File: config.mk
export PLATFORM = sky130hd
export DESIGN_NAME = cache_refill_ctrl
export DESIGN_NICKNAME = d
export VERILOG_FILES = /design/src/rtl/cache_refill_ctrl.sv
export SDC_FILE = /design/constraint.sdc
export NUM_CORES = 1
export LEC_CHECK = 0
export ABC_AREA = 1
export BUFFER_PORTS_ARGS = -buffer_cell sky130_fd_sc_hd__clkbuf_2
export CAP_MARGIN = 20
export CORE_AREA = 2 2 104 126
export CTS_CLUSTER_DIAMETER = 100
export DETAILED_ROUTE_END_ITERATION = 8
export DIE_AREA = 0 0 106 128
export GPL_TIMING_DRIVEN = 0
export PLACE_DENSITY = 0.82
export RECOVER_POWER = 25
export SLEW_MARGIN = 10
export SYNTH_ARGS = -nofsm -noshare
export SYNTH_HDL_FRONTEND = slang
export SYNTH_SLANG_ARGS = --single-unit
File: constraint.sdc
create_clock -name clk -period 1.36 [get_ports clk]
set_input_delay 0.272 -clock clk [delete_from_list [all_inputs] [get_ports clk]]
set_output_delay 0.272 -clock clk [all_outputs]
set_load 0.05 [all_outputs]
File: src/rtl/cache_refill_ctrl.sv
// Miss/writeback sequencer: moves one cache line between data memory and system bus, word by word.
// Latency: clean miss N+1 cycles to line_refill; dirty miss adds 2N+1 (read+write per writeback word).
// Backpressure: each bus beat waits for bus_ack with address/data held; core_stall high while busy.
module cache_refill_ctrl #(
  parameter int ENTRY_NUM  = 8,
  parameter int SEL_WIDTH  = (ENTRY_NUM > 1) ? $clog2(ENTRY_NUM) : 1,
  parameter int LINE_WORDS = 16,
  parameter int LINE_BITS  = $clog2(LINE_WORDS)
) (
  input  logic                           clk,
  input  logic                           rst_n,
  input  logic                           line_miss,
  input  logic                           replace_dirty,
  input  logic [SEL_WIDTH-1:0]           replace_sel,
  input  logic [31:0]                    access_addr,
  input  logic [31:0]                    victim_pa,
  input  logic                           sync_req,
  output logic                           core_stall,
  output logic                           sync_done,
  output logic                           force_sync,
  output logic                           writeback_ok,
  output logic                           line_refill,
  output logic [31:0]                    refill_pa,
  output logic [SEL_WIDTH+LINE_BITS-1:0] cmem_addr,
  output logic                           cmem_we,
  output logic [31:0]                    cmem_wdata,
  input  logic [31:0]                    cmem_rdata,
  output logic                           bus_req,
  output logic                           bus_we,
  output logic [31:0]                    bus_addr,
  output logic [31:0]                    bus_wdata,
  input  logic [31:0]                    bus_rdata,
  input  logic                           bus_ack
);

  typedef enum logic [2:0] {
    S_IDLE, S_WB_RD, S_WB_BUS, S_WB_DONE, S_RF_BUS, S_RF_DONE, S_SYNC_CHK
  } state_t;

  // Byte offset bits inside one line; cleared to form a line base address.
  localparam logic [31:0] LINE_MASK = 32'(LINE_WORDS * 4 - 1);

  state_t                         r_state;
  state_t                         w_state_nxt;
  logic [LINE_BITS-1:0]           r_idx;
  logic [SEL_WIDTH-1:0]           r_sel_q;
  logic [31:0]                    r_wb_base_q;
  logic [31:0]                    r_rf_base_q;
  logic [31:0]                    r_wdata_q;
  logic                           r_sync_q;

  logic                           w_cap_miss;
  logic                           w_cap_victim;
  logic                           w_idx_clr;
  logic                           w_idx_inc;
  logic                           w_cap_wdata;
  logic                           w_set_sync;
  logic                           w_clr_sync;
  logic                           w_last;
  logic [31:0]                    w_ofs;
  logic [31:0]                    w_victim_base;
  logic [31:0]                    w_access_base;
  logic [SEL_WIDTH+LINE_BITS-1:0] w_cmem_addr;

  assign w_last        = (r_idx == LINE_BITS'(LINE_WORDS - 1));
  assign w_ofs         = {{(30 - LINE_BITS){1'b0}}, r_idx, 2'b00};
  assign w_victim_base = victim_pa & ~LINE_MASK;
  assign w_access_base = access_addr & ~LINE_MASK;
  assign w_cmem_addr   = {r_sel_q, r_idx};

  assign core_stall = (r_state != S_IDLE) | line_miss | sync_req;
  assign force_sync = r_sync_q;

  // State register; reset aborts any burst in flight.
  always_ff @(posedge clk or negedge rst_n) begin
    if (!rst_n) r_state <= S_IDLE;
    else        r_state <= w_state_nxt;
  end

  // Next-state, load enables and all sequencer outputs.
  always_comb begin
    w_state_nxt  = r_state;
    w_cap_miss   = 1'b0;
    w_cap_victim = 1'b0;
    w_idx_clr    = 1'b0;
    w_idx_inc    = 1'b0;
    w_cap_wdata  = 1'b0;
    w_set_sync   = 1'b0;
    w_clr_sync   = 1'b0;
    cmem_addr    = '0;
    cmem_we      = 1'b0;
    cmem_wdata   = '0;
    bus_req      = 1'b0;
    bus_we       = 1'b0;
    bus_addr     = '0;
    bus_wdata    = '0;
    writeback_ok = 1'b0;
    line_refill  = 1'b0;
    refill_pa    = '0;
    sync_done    = 1'b0;
    unique case (r_state)
      S_IDLE: begin
        // A miss wins over a flush request; the flush is picked up afterwards.
        if (line_miss) begin
          w_cap_miss  = 1'b1;
          w_idx_clr   = 1'b1;
          w_state_nxt = replace_dirty ? S_WB_RD : S_RF_BUS;
        end else if (sync_req) begin
          w_set_sync  = 1'b1;
          w_state_nxt = S_SYNC_CHK;
        end
      end
      S_WB_RD: begin
        // Memory returns the word within this cycle; it is registered at the edge.
        cmem_addr   = w_cmem_addr;
        w_cap_wdata = 1'b1;
        w_state_nxt = S_WB_BUS;
      end
      S_WB_BUS: begin
        bus_req   = 1'b1;
        bus_we    = 1'b1;
        bus_addr  = r_wb_base_q + w_ofs;
        bus_wdata = r_wdata_q;
        if (bus_ack) begin
          w_idx_inc   = 1'b1;
          w_state_nxt = w_last ? S_WB_DONE : S_WB_RD;
        end
      end
      S_WB_DONE: begin
        writeback_ok = 1'b1;
        w_state_nxt  = r_sync_q ? S_SYNC_CHK : S_RF_BUS;
      end
      S_RF_BUS: begin
        bus_req  = 1'b1;
        bus_addr = r_rf_base_q + w_ofs;
        if (bus_ack) begin
          cmem_we    = 1'b1;
          cmem_addr  = w_cmem_addr;
          cmem_wdata = bus_rdata;
          w_idx_inc  = 1'b1;
          if (w_last) w_state_nxt = S_RF_DONE;
        end
      end
      S_RF_DONE: begin
        line_refill = 1'b1;
        refill_pa   = r_rf_base_q;
        w_state_nxt = S_IDLE;
      end
      S_SYNC_CHK: begin
        if (replace_dirty) begin
          w_cap_victim = 1'b1;
          w_idx_clr    = 1'b1;
          w_state_nxt  = S_WB_RD;
        end else begin
          sync_done   = 1'b1;
          w_clr_sync  = 1'b1;
          w_state_nxt = S_IDLE;
        end
      end
      default: w_state_nxt = S_IDLE;
    endcase
  end

  // Datapath registers: word index, captured line bases, writeback data and flush flag.
  always_ff @(posedge clk or negedge rst_n) begin
    if (!rst_n) begin
      r_idx       <= '0;
      r_sel_q     <= '0;
      r_wb_base_q <= '0;
      r_rf_base_q <= '0;
      r_wdata_q   <= '0;
      r_sync_q    <= 1'b0;
    end else begin
      if (w_idx_clr)      r_idx <= '0;
      else if (w_idx_inc) r_idx <= r_idx + 1'b1;
      if (w_cap_miss) begin
        r_sel_q     <= replace_sel;
        r_wb_base_q <= w_victim_base;
        r_rf_base_q <= w_access_base;
      end else if (w_cap_victim) begin
        r_sel_q     <= replace_sel;
        r_wb_base_q <= w_victim_base;
      end
      if (w_cap_wdata) r_wdata_q <= cmem_rdata;
      if (w_set_sync)      r_sync_q <= 1'b1;
      else if (w_clr_sync) r_sync_q <= 1'b0;
    end
  end

endmodule

==> flow_summary_export.csv, run 1 <==
group,metric,value,unit
floorplanning,die_w,106,um
floorplanning,dieArea,0.01357,mm^2
drt,drt-vias-per-instance,5.515,
yosys,syn_inst,642,
final_layout,layout_common_cells,"nor2_4, clkbuf_2, buf_8",
timing,maxSlewViolCount,0,
timing,slew_headroom,0.09544,
run_status,outcome,"complete, but fails checks",
final_layout,drive_gt1_frac,0.6593,
grt,grt_pass1_vias,6443,
placement,io_buffers,258,
floorplanning,core_area,0.01244,mm^2
min_path,hold_depth,3,
critical_path,critPathKind,"flop to primary output",
critical_path,cp_max_fo,7,
grt,grt_max_degree,96,
final_layout,fin_cells,1156,
timing,rsz0062_at_grt,"yes",
timing,fmax,474.8,MHz
pwr,power_leakage,5.314,nW
placement,gp_congestion,0.8063,
final_layout,mostFrequentLayoutCell,"nor2_4",
pwr,p_per_area,1532,mW/mm^2
yosys,synth_seq_cells,95,
clock_tree,worstSkewPairLatency,0.34,ns
flow_run,maxCapViolCount,0,
clock_tree,cts_root_buf,"clkbuf_16",
clock_tree,clock_sinks,95,
drt,drc,0,
final_layout,fin_util,0.9070,
timing,finalCritPeriodShare,1.549,
placement,dp_hpwl,12770,um
clock_tree,h-tree-depth,3,
timing,finalWorstSetupSlack,-0.7460,ns
grt,track_usage,0.3254,
placement,pre_cts_slack,-0.6200,ns
critical_path,r2r_cells,10,
clock_tree,clk_pin_slew,0.07,ns
clock_tree,cts_tree,"done",
critical_path,cp.required,1.09,ns
placement,dpl.cell_count,1071,
min_path,min_path_type,"input port to flop",
floorplanning,rows,45,
floorplanning,ios,280,
grt,antenna_found_initial,0,
timing,tightest_slew,1.357,ns
yosys,synth_cell_types,30,
critical_path,crit_path_end_kind,"primary output",
final_layout,n_antenna_cell,0,
clock_tree,clock_path_buffers,2,
timing,hold_violations,0,
yosys,avgSynthCellArea,7.587,um^2
timing,holdWs,0.1518,ns
drt,via_count,6375,
floorplanning,die_h,128,um
timing,setup_violations,223,
timing,skew,0.007924,ns
yosys,synth_seq_area_share,0.4881,
final_layout,layout.nets,1125,
drt,drt_iter0_markers,385,
drt,detail-route-antenna-nets,0,
yosys,syn-cell-area,0.004871,mm^2
clock_tree,cts_made_buffers,9,
grt,overflow,0,
timing,setup_tns,-104.13,ns
floorplanning,initial_utilization,0.3915,
timing,period_needed,2.106,ns
critical_path,start_kind,"flop",
drt,avgRoutedWirePerCell,23.18,um
final_layout,area_delta_synth_final,131.7,%
yosys,yosys_warnings,0,
clock_tree,cts_hold_buf,0,
run_status,failed_checks,"setup timing",
grt,grt_pass1_wl,33620,um
pwr,ir_drop,0.8692,mV
drt,routed_wl,26790,um
critical_path,cp_data_arrival_time,1.83,ns
drt,dr.pass1.iters,5,
[sequential cells by signal, indices dropped and copies added, names as in the netlist]
register,count
r_sel_q,3
r_idx,4
r_wb_base_q,26
r_state,3
r_rf_base_q,26
force_sync,1
r_wdata_q,32
[layout make-up]
type	instances	area (um^2)
Timing Repair Buffer	328	3689
Multi-Input combinational cell	401	3557
Sequential cell	95	2379
Fill cell	470	1157
Buffer	45	710.7
Inverter	107	445.4
Clock buffer	12	246.5
Tap cell	164	205.2
Clock inverter	4	53.80
[per-layer routing]
| metal | global-route usage | part of all wire |
|---|---|---|
| met5 | 0 | 0 |
| met4 | 0.1803 | 0.081 |
| met3 | 0.06253 | 0.064 |
| met2 | 0.6205 | 0.54 |
| met1 | 0.3299 | 0.31 |
[kinds of logic (layout without fill, tap and decap cells)]
family,count (synthesis),after routing,synth area share
flip-flops,95,95,0.4881
other,1,8,0.0007699
AO/OA/AOI/OAI,120,120,0.1359
AND/OR/NAND/NOR,271,271,0.2284
adder cells (fa/ha/maj),1,1,0.002568
XOR/XNOR,1,1,0.001798
buffers and inverters,153,496,0.1426
[worst paths after layout]
kind	startpoint	slack, ns	endpoint
max	r_state[1]	-0.75	cmem_addr[0]
min in group asynchronous	rst_n	0.26	r_wb_base_q[12]
max in group asynchronous	rst_n	0.16	r_state[2]
min reg2reg	r_wdata_q[5]	0.54	r_wdata_q[5]
min	victim_pa[8]	0.15	r_wb_base_q[8]
max reg2reg	r_state[2]	-0.37	r_wb_base_q[20]
[worst max-delay path, cell delays in order, from the launching register on]
cell,delay [ns]
dfrtp_1,0.38
buf_6,0.14
nor2_8,0.15
nand2_8,0.10
buf_6,0.13
inv_4,0.05
nand2_4,0.05
nand2_4,0.11
inv_8,0.07
nor2_4,0.13
buf_8,0.16
[cells in the mapped netlist]
master      n  area [um^2]
nor2_1    169        634.4
inv_1     104        390.4
dfrtp_1    95         2377
nand2_1    78        292.8
a21oi_1    60        300.3
o21ai_0    26        130.1
o22ai_1    26        162.7
buf_2      18        90.09
buf_4      14        105.1
nand3_1    10        50.05
clkbuf_1    9        33.78
o21ai_2     7        61.31
inv_2       3        11.26
nand2_2     3        18.77
nand4_1     3        18.77
buf_12      2        40.04
nand2_4     2        22.52
buf_6       1        11.26
clkbuf_2    1        5.000
clkbuf_4    1        7.510
conb_1      1        3.750
ha_1        1        12.51
nand3_2     1        10.01
nand3_4     1        17.52
nor2_8      1        20.02
nor3_1      1        5.000
nor3_4      1        16.27
nor4_1      1        6.260
o211ai_1    1        7.510
xor2_1      1        8.760
[per-stage QoR]
step	total power, W	area, um^2
2_1_floorplan	0.01050	6195
3_3_place_gp	0.01170	7691
3_5_place_dp	0.01196	7700
4_1_cts	0.01579	10360
5_1_grt	0.01783	11290
6_report	0.01729	11290
[power breakdown]
| part | total, W | switching [W] | internal (W) |
|---|---|---|---|
| clock | 0.00262 | 0.00113 | 0.00149 |
| combinational | 0.00993 | 0.00622 | 0.00371 |
| sequential | 0.00474 | 0.000601 | 0.00414 |
| total | 0.0173 | 0.00795 | 0.00933 |
[what timing repair did]
item                                    in CTS  in global routing
endpoints found under the setup margin     221                228
gates resized for setup                    419                267
buffers inserted                            36                 19
pin swaps                                   12                 22
cloned                                      13                  9
Power figures use the tool's default switching activity.
==> run 2, diff against run 1 <==
Settings changed: CELL_PAD_IN_SITES_DETAIL_PLACEMENT set to 0, CELL_PAD_IN_SITES_GLOBAL_PLACEMENT set to 1, CORE_AREA 2 2 104 126 to 2 2 126 153, DIE_AREA 0 0 106 128 to 0 0 128 155, GPL_TIMING_DRIVEN 0 to unset, PLACE_DENSITY 0.82 to 0.81.
==> flow_summary_export.csv, run 2 (synthesis gave the netlist of run 1 again) <==
group,metric,value,unit
run_status,outcome,"complete, but fails checks",
run_status,failed_checks,"setup timing",
final_layout,drive_gt1_frac,0.5893,
timing,period_needed,1.985,ns
critical_path,start_kind,"flop",
final_layout,layout_common_cells,"clkbuf_2, nor2_4, inv_1",
placement,postPlaceCellArea,0.008279,mm^2
timing,finalCritPeriodShare,1.460,
flow_run,maxCapViolCount,0,
pwr,ir_drop,0.6908,mV
timing,hold_violations,0,
clock_tree,clock_path_buffers,2,
timing,setup_violations,229,
clock_tree,worstSkewPairLatency,0.35,ns
clock_tree,clock_sinks,95,
timing,rsz0062_at_grt,"yes",
min_path,min_path_type,"input port to flop",
final_layout,n_antenna_cell,0,
drt,avgRoutedWirePerCell,16.65,um
drt,dr.pass1.iters,4,
floorplanning,die_h,155,um
drt,drt_iter0_markers,203,
drt,detail-route-antenna-nets,0,
grt,overflow,0,
clock_tree,cts_tree,"done",
placement,dp_hpwl,12550,um
final_layout,largest_reg_flops,32,
timing,skew,0.01128,ns
placement,io_buffers,259,
final_layout,fin_cells,1197,
final_layout,mostFrequentLayoutCell,"clkbuf_2",
clock_tree,h-tree-depth,3,
floorplanning,ios,280,
critical_path,crit_path_end_kind,"primary output",
grt,antenna_found_initial,0,
grt,track_usage,0.1792,
pwr,power_leakage,5.144,nW
drt,via_count,5445,
clock_tree,clk_pin_slew,0.07,ns
final_layout,top_regs,"r_wdata_q x32, r_rf_base_q x26, r_wb_base_q x26",
grt,grt_max_degree,39,
grt,grt_pass1_wl,27770,um
floorplanning,rows,55,
timing,maxSlewViolCount,0,
drt,drt-vias-per-instance,4.549,
timing,setup_tns,-105.01,ns
critical_path,cp_data_arrival_time,1.71,ns
placement,gp_congestion,0.8054,
clock_tree,cts_made_buffers,9,
critical_path,cp.required,1.09,ns
floorplanning,die_w,128,um
critical_path,cp_max_fo,7,
placement,pre_cts_slack,-0.4332,ns
final_layout,regMostFlops,"r_wdata_q",
pwr,p_per_area,1516,mW/mm^2
clock_tree,cts_root_buf,"clkbuf_16",
floorplanning,dieArea,0.01984,mm^2
final_layout,fin_util,0.5859,
critical_path,critPathKind,"flop to primary output",
grt,grt_pass1_vias,5511,
final_layout,layout.nets,1102,
placement,dpl.cell_count,1139,
timing,finalWorstSetupSlack,-0.6250,ns
drt,routed_wl,19930,um
final_layout,area_delta_synth_final,121.8,%
timing,fmax,503.8,MHz
drt,drc,0,
floorplanning,initial_utilization,0.2641,
floorplanning,core_area,0.01844,mm^2
final_layout,fin_area,0.01081,mm^2
run 2: final timing paths:
check | startpoint | endpoint | slack [ns] | depth (start not counted)
max in group asynchronous | rst_n | r_wdata_q[28] | 0.31 | 3
hold reg to reg | r_wb_base_q[28] | r_wb_base_q[28] | 0.53 | 2
min in group asynchronous | rst_n | r_wb_base_q[12] | 0.42 | 2
setup reg to reg | r_state[1] | r_rf_base_q[29] | -0.52 | 10
setup / recovery | r_state[1] | bus_addr[6] | -0.63 | 6
hold / removal | replace_sel[2] | r_sel_q[2] | 0.13 | 3
run 2: metrics by stage:
step                      hold WS [ns]  power, W
after CTS                       0.1198   0.01591
final                           0.1331   0.01638
after floorplan               -0.02359   0.01050
after detailed placement        0.1584   0.01228
after global placement          0.1593   0.01213
after global routing            0.1466   0.01723
run 2: where the power goes:
group / internal (W) / switching [W] / total [W]
Clock: 0.00153 / 0.00110 / 0.00263
Combinational: 0.00364 / 0.00558 / 0.00923
Sequential: 0.00413 / 0.000399 / 0.00453
run 2: critical path, stage by stage, from the launching register on:
cell	delay, ns
dfrtp_2	0.45
buf_4	0.15
nand3_4	0.13
buf_12	0.20
buf_8	0.13
o22ai_4	0.15
buf_12	0.16
run 2: final cells by class:
class	instances	area (um^2)
Fill cell	1506	7637
Timing Repair Buffer	348	4153
Multi-Input combinational cell	403	3246
Sequential cell	95	2381
Inverter	107	432.9
Tap cell	228	285.3
Clock buffer	12	256.5
Clock inverter	4	51.30
run 2: what timing repair did:
item	CTS	global route
hold endpoints to repair	14	0
endpoints found under the setup margin	229	229
hold buffers	1	0
pin swaps	13	7
gates cloned	7	13
buffers inserted	11	12
gates resized for setup	273	153
run 2: routing by layer:
metal	vias to the layer above	track usage	part of all wire	wire (um)
met1	2576	0.1962	0.37	7416
met2	212	0.3300	0.55	10890
met3	42	0.04058	0.052	1042
met4	0	0.07588	0.029	581
met5	-	0	0	0
li1	2615	-	-	-
